--- config.mk ---
export PLATFORM = sky130hd
export DESIGN_NAME = direction_ctrl
export DESIGN_NICKNAME = d
export VERILOG_FILES = /design/src/rtl/direction_ctrl.sv
export SDC_FILE = /design/constraint.sdc
export NUM_CORES = 1
export LEC_CHECK = 0
export CAP_MARGIN = 5
export CORE_AREA = 5 5 99 101
export CTS_BUF_LIST = sky130_fd_sc_hd__clkbuf_16
export DETAILED_ROUTE_END_ITERATION = 8
export DIE_AREA = 0 0 104 106
export SLEW_MARGIN = 40
export SYNTH_ARGS = -nofsm -noshare
export SYNTH_HDL_FRONTEND = slang
export SYNTH_SLANG_ARGS = --single-unit
--- constraint.sdc ---
create_clock -name clk -period 2.2 [get_ports clk]
set_clock_uncertainty 0.1 [all_clocks]
set_input_delay 0.33 -clock clk [delete_from_list [all_inputs] [get_ports clk]]
set_output_delay 0.33 -clock clk [all_outputs]
set_load 0.1 [all_outputs]
--- src/rtl/direction_ctrl.sv ---
// Steering and pacing stage ahead of control: turns PS/2 key events into per-player
// directions, blocks 180-degree reversals, and issues a P1/P2 step pair every move tick.
package direction_ctrl_pkg;
    typedef enum logic [1:0] {START = 2'd0, PLAY = 2'd1, GAME_OVER = 2'd2} game_mode;
    typedef enum logic [2:0] {WAIT = 3'd0, UP = 3'd1, DOWN = 3'd2, LEFT = 3'd3, RIGHT = 3'd4} directions;
endpackage

module direction_ctrl
    import direction_ctrl_pkg::*;
#(
    parameter int         TICK_DIV     = 6_500_000,
    parameter logic [7:0] KEY_P1_UP    = 8'h1D,
    parameter logic [7:0] KEY_P1_LEFT  = 8'h1C,
    parameter logic [7:0] KEY_P1_DOWN  = 8'h1B,
    parameter logic [7:0] KEY_P1_RIGHT = 8'h23,
    parameter logic [7:0] KEY_P2_UP    = 8'h75,
    parameter logic [7:0] KEY_P2_LEFT  = 8'h6B,
    parameter logic [7:0] KEY_P2_DOWN  = 8'h72,
    parameter logic [7:0] KEY_P2_RIGHT = 8'h74
) (
    input  logic       clk,
    input  logic       rst,
    input  game_mode   mode,
    input  logic       key_valid,
    input  logic [7:0] key_code,
    input  logic       key_ext,
    input  logic       key_break,
    input  logic       player1_collision,
    input  logic       player2_collision,
    output directions  direction_1,
    output directions  direction_2,
    output logic [1:0] selected_player,
    output logic       frozen
);
    localparam int CW = $clog2(TICK_DIV);
    localparam logic [CW-1:0] CNT_LAST = CW'(TICK_DIV - 1);
    // The two STEP cycles belong to the tick period, so later ticks skip the first two counts.
    localparam logic [CW-1:0] CNT_RELOAD = CW'(2);

    typedef enum logic [1:0] {IDLE = 2'd0, STEP1 = 2'd1, STEP2 = 2'd2} state_t;

    state_t          state_q, state_d;
    logic [CW-1:0]   cnt_q, cnt_d;
    directions       pend1_q, pend1_d, pend2_q, pend2_d;
    directions       dir1_q, dir1_d, dir2_q, dir2_d;
    logic            frozen_q, frozen_d;
    directions       k1, k2;
    logic            clear;

    function automatic logic is_opposite(input directions a, input directions b);
        return (a == UP && b == DOWN) || (a == DOWN && b == UP) ||
               (a == LEFT && b == RIGHT) || (a == RIGHT && b == LEFT);
    endfunction

    // WAIT on k1/k2 means "no key for this player this cycle".
    always_comb begin
        k1 = WAIT;
        k2 = WAIT;
        if (key_valid && !key_break) begin
            if (!key_ext) begin
                if      (key_code == KEY_P1_UP)    k1 = UP;
                else if (key_code == KEY_P1_LEFT)  k1 = LEFT;
                else if (key_code == KEY_P1_DOWN)  k1 = DOWN;
                else if (key_code == KEY_P1_RIGHT) k1 = RIGHT;
            end else begin
                if      (key_code == KEY_P2_UP)    k2 = UP;
                else if (key_code == KEY_P2_LEFT)  k2 = LEFT;
                else if (key_code == KEY_P2_DOWN)  k2 = DOWN;
                else if (key_code == KEY_P2_RIGHT) k2 = RIGHT;
            end
        end
    end

    always_comb begin
        clear    = rst || (mode == START);
        state_d  = state_q;
        cnt_d    = cnt_q;
        dir1_d   = dir1_q;
        dir2_d   = dir2_q;
        frozen_d = frozen_q || player1_collision || player2_collision;
        pend1_d  = (k1 != WAIT && !is_opposite(k1, dir1_q)) ? k1 : pend1_q;
        pend2_d  = (k2 != WAIT && !is_opposite(k2, dir2_q)) ? k2 : pend2_q;

        unique case (state_q)
            IDLE: begin
                // A collision seen this cycle already blocks the next step pair.
                if (frozen_d) begin
                    cnt_d = '0;
                end else if (cnt_q == CNT_LAST) begin
                    cnt_d   = CNT_RELOAD;
                    state_d = STEP1;
                    dir1_d  = pend1_q;
                end else begin
                    cnt_d = cnt_q + 1'b1;
                end
            end
            STEP1: begin
                state_d = STEP2;
                dir2_d  = pend2_q;
            end
            STEP2:   state_d = IDLE;
            default: state_d = IDLE;
        endcase

        if (clear) begin
            state_d  = IDLE;
            cnt_d    = '0;
            pend1_d  = WAIT;
            pend2_d  = WAIT;
            dir1_d   = WAIT;
            dir2_d   = WAIT;
            frozen_d = 1'b0;
        end
    end

    always_ff @(posedge clk) begin
        if (rst) begin
            state_q  <= IDLE;
            cnt_q    <= '0;
            pend1_q  <= WAIT;
            pend2_q  <= WAIT;
            dir1_q   <= WAIT;
            dir2_q   <= WAIT;
            frozen_q <= 1'b0;
        end else begin
            state_q  <= state_d;
            cnt_q    <= cnt_d;
            pend1_q  <= pend1_d;
            pend2_q  <= pend2_d;
            dir1_q   <= dir1_d;
            dir2_q   <= dir2_d;
            frozen_q <= frozen_d;
        end
    end

    assign direction_1     = dir1_q;
    assign direction_2     = dir2_q;
    assign frozen          = frozen_q;
    assign selected_player = (state_q == STEP1) ? 2'b01 :
                             (state_q == STEP2) ? 2'b11 : 2'b00;
endmodule
After elaboration in Yosys (flattened, before gate mapping) --
Cells that the tools add are included.
Storage, ports and cells: register bits 38, input port bits 17, output and inout port bits 9
Cells by class: add/subtract/negate cells 1, equality and inequality tests 29, multiplexer cells 19, bitwise logic cells 1, reductions and logical operators 30
Operators by type and width (number):
- two-way mux 23 bit | 2
- two-way mux 3 bit | 12
- equality test 8 x 7 -> 1 bit (second input constant) | 4
- equality test 3 x 2 -> 1 bit (second input constant) | 8
- equality test 8 x 5 -> 1 bit (second input constant) | 3
- adder 23 x 1 -> 23 bit (second input constant) | 1
- equality test 23 bit (second input constant) | 1
- equality test 3 x 1 -> 1 bit (second input constant) | 4
- equality test 3 bit (second input constant) | 4
- logical AND 1 bit | 11
- logical OR 1 bit | 9
- equality test 8 x 6 -> 1 bit (second input constant) | 1
- two-way mux 2 bit | 4
- nonzero test 3 bit | 2
- logical NOT 2 bit | 2
- != test 2 bit (second input constant) | 2
- case mux 2 bit (2 select lines) | 1
- logical NOT 1 bit | 3
- AND reduction 3 bit | 1
- equality test 2 x 1 -> 1 bit (second input constant) | 1
- equality test 2 bit (second input constant) | 1
- AND reduction 2 bit | 1
- OR reduction 2 bit | 1
- NOT 1 bit | 1

Logic depth before layout (Yosys ltp) --
depth after elaboration 14, gate-level depth with buffers 9

Worst setup path after synthesis --
OpenSTA, ideal clock, no wires.
path kind flip-flop to flip-flop, start register dir1_q[2], in the netlist direction_1[2], end register pend1_q[0], library setup time 0.087 ns, arrival 2.137 ns, required time 2.013 ns, path slack -0.124 ns, stages on the path, launching flop included 7, period minus slack after synthesis 2.324 ns, cell sequence dfxtp_1 or3b_2 nor4_1 mux2i_1 o211ai_2 nand3_1 o31ai_1
Between the ends: cells in the longest elaborated chain, start to end 7, elaborated cells between the ends (all ways) 13, those cells by class 4 x eq/ne; 9 x reduce/logical
Ends and longest elaborated chain:
- from (decl) | line 45 | directions dir1_q, dir1_d, dir2_q, dir2_d;
- from (signal assigned) | line 130 | dir1_q <= dir1_d;
- equality test 3 x 2 -> 1 bit / equality test 3 x 1 -> 1 bit (equally long branches) | line 51 | return (a == UP && b == DOWN) || (a == DOWN && b == UP) ||
- logical AND 1 bit | line 51
- logical OR 1 bit (2 in series) | line 51
- logical OR 1 bit (*) | line 52 | (a == LEFT && b == RIGHT) || (a == RIGHT && b == LEFT);
- logical NOT 1 bit (*) | line 81 | pend1_d = (k1 != WAIT && !is_opposite(k1, dir1_q)) ? k1 : pend1_q;
- logical AND 1 bit (*) | line 81
- to (signal assigned) | line 128 | pend1_q <= pend1_d;
- to (decl) | line 44 | directions pend1_q, pend1_d, pend2_q, pend2_d;
Every way passes the cells marked *; elsewhere a longest branch is shown, timed or not. A chain may end at the register's enable or synchronous reset.

Worst setup path in the final report --
start input key_code[3], end register pend1_q[1]
Between the ends: cells in the longest elaborated chain, start to end 14, elaborated cells between the ends (all ways) 24, those cells by class 8 x eq/ne; 6 x mux; 10 x reduce/logical
Ends and longest elaborated chain:
- from (decl) | line 25 | input logic [7:0] key_code,
- equality test 8 x 6 -> 1 bit | line 64 | else if (key_code == KEY_P1_RIGHT) k1 = RIGHT;
- two-way mux 3 bit | line 64
- two-way mux 3 bit | line 63 | else if (key_code == KEY_P1_DOWN) k1 = DOWN;
- two-way mux 3 bit | line 62 | else if (key_code == KEY_P1_LEFT) k1 = LEFT;
- two-way mux 3 bit (*) | line 61 | if (key_code == KEY_P1_UP) k1 = UP;
- two-way mux 3 bit (*) | line 60 | if (!key_ext) begin
- two-way mux 3 bit (*) | line 59 | if (key_valid && !key_break) begin
- equality test 3 x 1 -> 1 bit / equality test 3 x 2 -> 1 bit (equally long branches) | line 51
- logical AND 1 bit | line 51
- logical OR 1 bit (2 in series) | line 51
- logical OR 1 bit | line 52
- logical NOT 1 bit | line 81
- logical AND 1 bit | line 81
Marked as above.

==> run_results.csv <==
group,metric,value,unit
run_status,status,"complete, no violations",
floorplan,die_w,104,um
hold_path,min_path_type,"flip-flop to flip-flop",
global_routing,overflow,0,
drt,met2_length,2710,um
setup_path,required,2.29,ns
floorplan,initial_core_util,24.9,%
global_routing,track_usage,10.3,%
yosys,synthMuxAreaShare,4.50,%
floorplan,coreArea,8930,um2
drt,viasPerCell,5.18,
power_and_ir_drop,power_leakage,1.14,nW
yosys,seq_area_frac_synth,34.2,%
final_layout,final_common_cell,"buf_4",
drt,drc,0,
yosys,synth_top_family_by_area,"simple AND/OR/NAND/NOR gates",
floorplan,ios,26,
drt,routedWlPerCell,13.1,um
floorplan,die_h,106,um
yosys,ys_types,51,
drt,firstDrtPassIters,4,
final_layout,utilization,34.3,%
setup_path,r2r-start,"cnt_q[0]$_SDFFE_PP0P_",
clocking,cts.sinks,38,
yosys,synthCells,272,
sta,finalSetupViolCount,0,
drt,wl_met3,312,um
yosys,synth-compound-area-share,22.3,%
power_and_ir_drop,ir_worst_vdd,0.000268,V
final_layout,most-common-layout-cells,"buf_4, dfxtp_1, nand2_1, a21oi_1, nor2_1",
yosys,synthXorXnorAreaFrac,0,%
final_layout,syn_to_final_growth,37.7,%
clocking,cts_buffer_depth,2,
sta,fin_crit_sh,96.7,%
sta,fmax,470,MHz
clocking,numCtsBuffers,5,
sta,relSlewSlack,51.6,%
floorplan,die_area,11000,um2
yosys,avgSynthCellArea,8.17,um2
sta,hold_violations,0,
sta,tightestPinTransition,0.726,ns
sta,worst_slack,0.0736,ns
clocking,htree_levels,2,
setup_path,r2r-end,"cnt_q[2]$_SDFFE_PP0P_",
yosys,synthAdderAreaFrac,2.81,%
setup_path,criticalPathCategory,"input port to flip-flop",
place,place_congestion,0.809,
setup_path,worst_setup_path_end_kind,"flip-flop",
sta,period_minus_slack,2.13,ns
hold_path,min_to,"pend1_q[1]$_SDFFE_PP0P_",
sta,finalMaxSlewViolations,0,
drt,routed.top_layer,"met4",
place,pre_cts_ws,-0.288,ns
clocking,cts_root_buf,"clkbuf_16",
setup_path,slowest_stage,"clkdlybuf4s50_1",
setup_path,cp_max_fo,5,
drt,vias,2283,
run,max_cap_violations,0,
global_routing,grt_max_degree,36,
yosys,syn-cell-area,2220,um2
drt,detail-route-antenna-nets,0,
place,hpwlAfterDp,4110,um
yosys,synthSimpleGateAreaFrac,32.8,%
global_routing,grt_pass1_wl,9670,um
power_and_ir_drop,power.density,501,nW/um2
clocking,cts.clk_slew.worst_paths,0.06,ns
global_routing,grt_pass1_vias,2206,
clocking,postCtsHoldBufs,0,
yosys,syn-num-nets,294,
setup_path,worstPathArrival,2.22,ns
place,io_buffers,25,
drt,wl,5790,um
hold_path,hold_depth,2,
hold_path,hold_start,"pend1_q[1]$_SDFFE_PP0P_",
yosys,synth-seq-cells,38,
setup_path,start_kind,"input port",
yosys,synth_warnings,0,
setup_path,reg2reg_depth,9,
yosys,synth_edf_count,0,
setup_path,path_cells,"clkdlybuf4s50_1, buf_4, nand4bb_2, or3_4, mux2i_2, o211ai_2, a221oi_2",
sta,hold_ws,0.364,ns
final_layout,drive_above_1_share,23.6,%
final_layout,diodes,0,
setup_path,slowest_delay,0.53,ns
final_layout,fin_nets,351,
yosys,async_reset_ff_share,0,%
drt,m1WireLength,2680,um
clocking,clkLatencyLatePin,0.28,ns
yosys,ys_dominant_reg_cell,"dfxtp_1",
drt,dr.first_iter.drc_count,117,
floorplan,row_count,35,
clocking,cts_tree,"built",
setup_path,r2r_slack,0.13,ns
global_routing,antenna_found_initial,0,
==> critical path, delay by kind of cell <==
family | cells | cell delay [ns]
multiplexers | 1 | 0.18
AO/OA/AOI/OAI | 2 | 0.41
buffers and inverters | 2 | 0.67
AND/OR/NAND/NOR | 2 | 0.63
==> synthesized netlist by cell type (all sizes together), types with 8 or more instances <==
library cell	count	area share (%)
dfxtp	38	34
a21oi	25	5.6
nand2	24	4.1
nor2	18	3.0
o21ai	17	3.8
nand3	14	3.2
and3	10	2.8
mux2i	10	4.5
a31oi	9	2.5
a311oi	8	3.2
clkbuf	8	1.4
inv	8	1.4
==> metrics by stage <==
stage          cell area, um2  power, mW  setup TNS (ns)  std cells
4_1_cts                  2960       1.54               0        438
3_3_place_gp             2810      0.843           -1.64        430
3_5_place_dp             2810      0.843           -1.83        430
5_1_grt                  3060       1.59         -0.0374        441
6_report                 3060       1.54               0        441
2_1_floorplan            2230      0.769               0        272
==> repair_timing <==
| action | CTS | global route |
|---|---|---|
| endpoints found under the setup margin | 1 | 15 |
| pin swaps | 0 | 6 |
| buffers inserted | 0 | 3 |
| resized for setup | 1 | 23 |
==> layout make-up <==
type | instances | area (um2)
Fill cell | 947 | 5870
Multi-Input combinational cell | 215 | 1460
Sequential cell | 38 | 762
Timing Repair Buffer | 61 | 526
Tap cell | 111 | 139
Clock buffer | 5 | 125
Inverter | 8 | 30.0
Clock inverter | 3 | 16.3
==> how the worst max path moves through the flow <==
stage	startpoint	slack (ns)	endpoint	cells after the start
CTS	key_code[6]	0.005	pend1_q[0]$_SDFFE_PP0P_	7
floorplan	frozen$_SDFF_PP0_	0.02	cnt_q[6]$_SDFFE_PP0P_	7
global placement	key_code[6]	-0.25	pend1_q[0]$_SDFFE_PP0P_	7
finish	key_code[3]	0.07	pend1_q[1]$_SDFFE_PP0P_	7
global route	key_code[3]	-0.04	pend1_q[1]$_SDFFE_PP0P_	7
detailed placement	key_code[0]	-0.29	pend2_q[0]$_SDFFE_PP0P_	7
==> state kept, by name, indices dropped and copies added, names as in the netlist <==
signal       flops
cnt_q           23
direction_1      3
direction_2      3
frozen           1
pend1_q          3
pend2_q          3
state_q          2
==> cells by family (layout without fill, tap and decap cells) <==
family,count (synthesis),count (layout)
flops,38,38
compound gates,77,77
fa+ha+maj,5,5
buf+inv,19,77
simple gates,123,123
mux,10,10
==> power by group <==
group	internal [mW]	switching [mW]	leakage, nW
sequential	0.690	0.00202	0.307
combinational	0.0683	0.0759	0.763
clock	0.414	0.285	0.0672
total	1.17	0.363	1.14
==> per-layer routing <==
metal  up-vias  global-route usage [%]
li1       1140                       -
met5         -                       0
met1      1073                    12.5
met3        12                    2.98
met4         0                    3.24
met2        58                    17.6
Power figures use the tool's default switching activity.
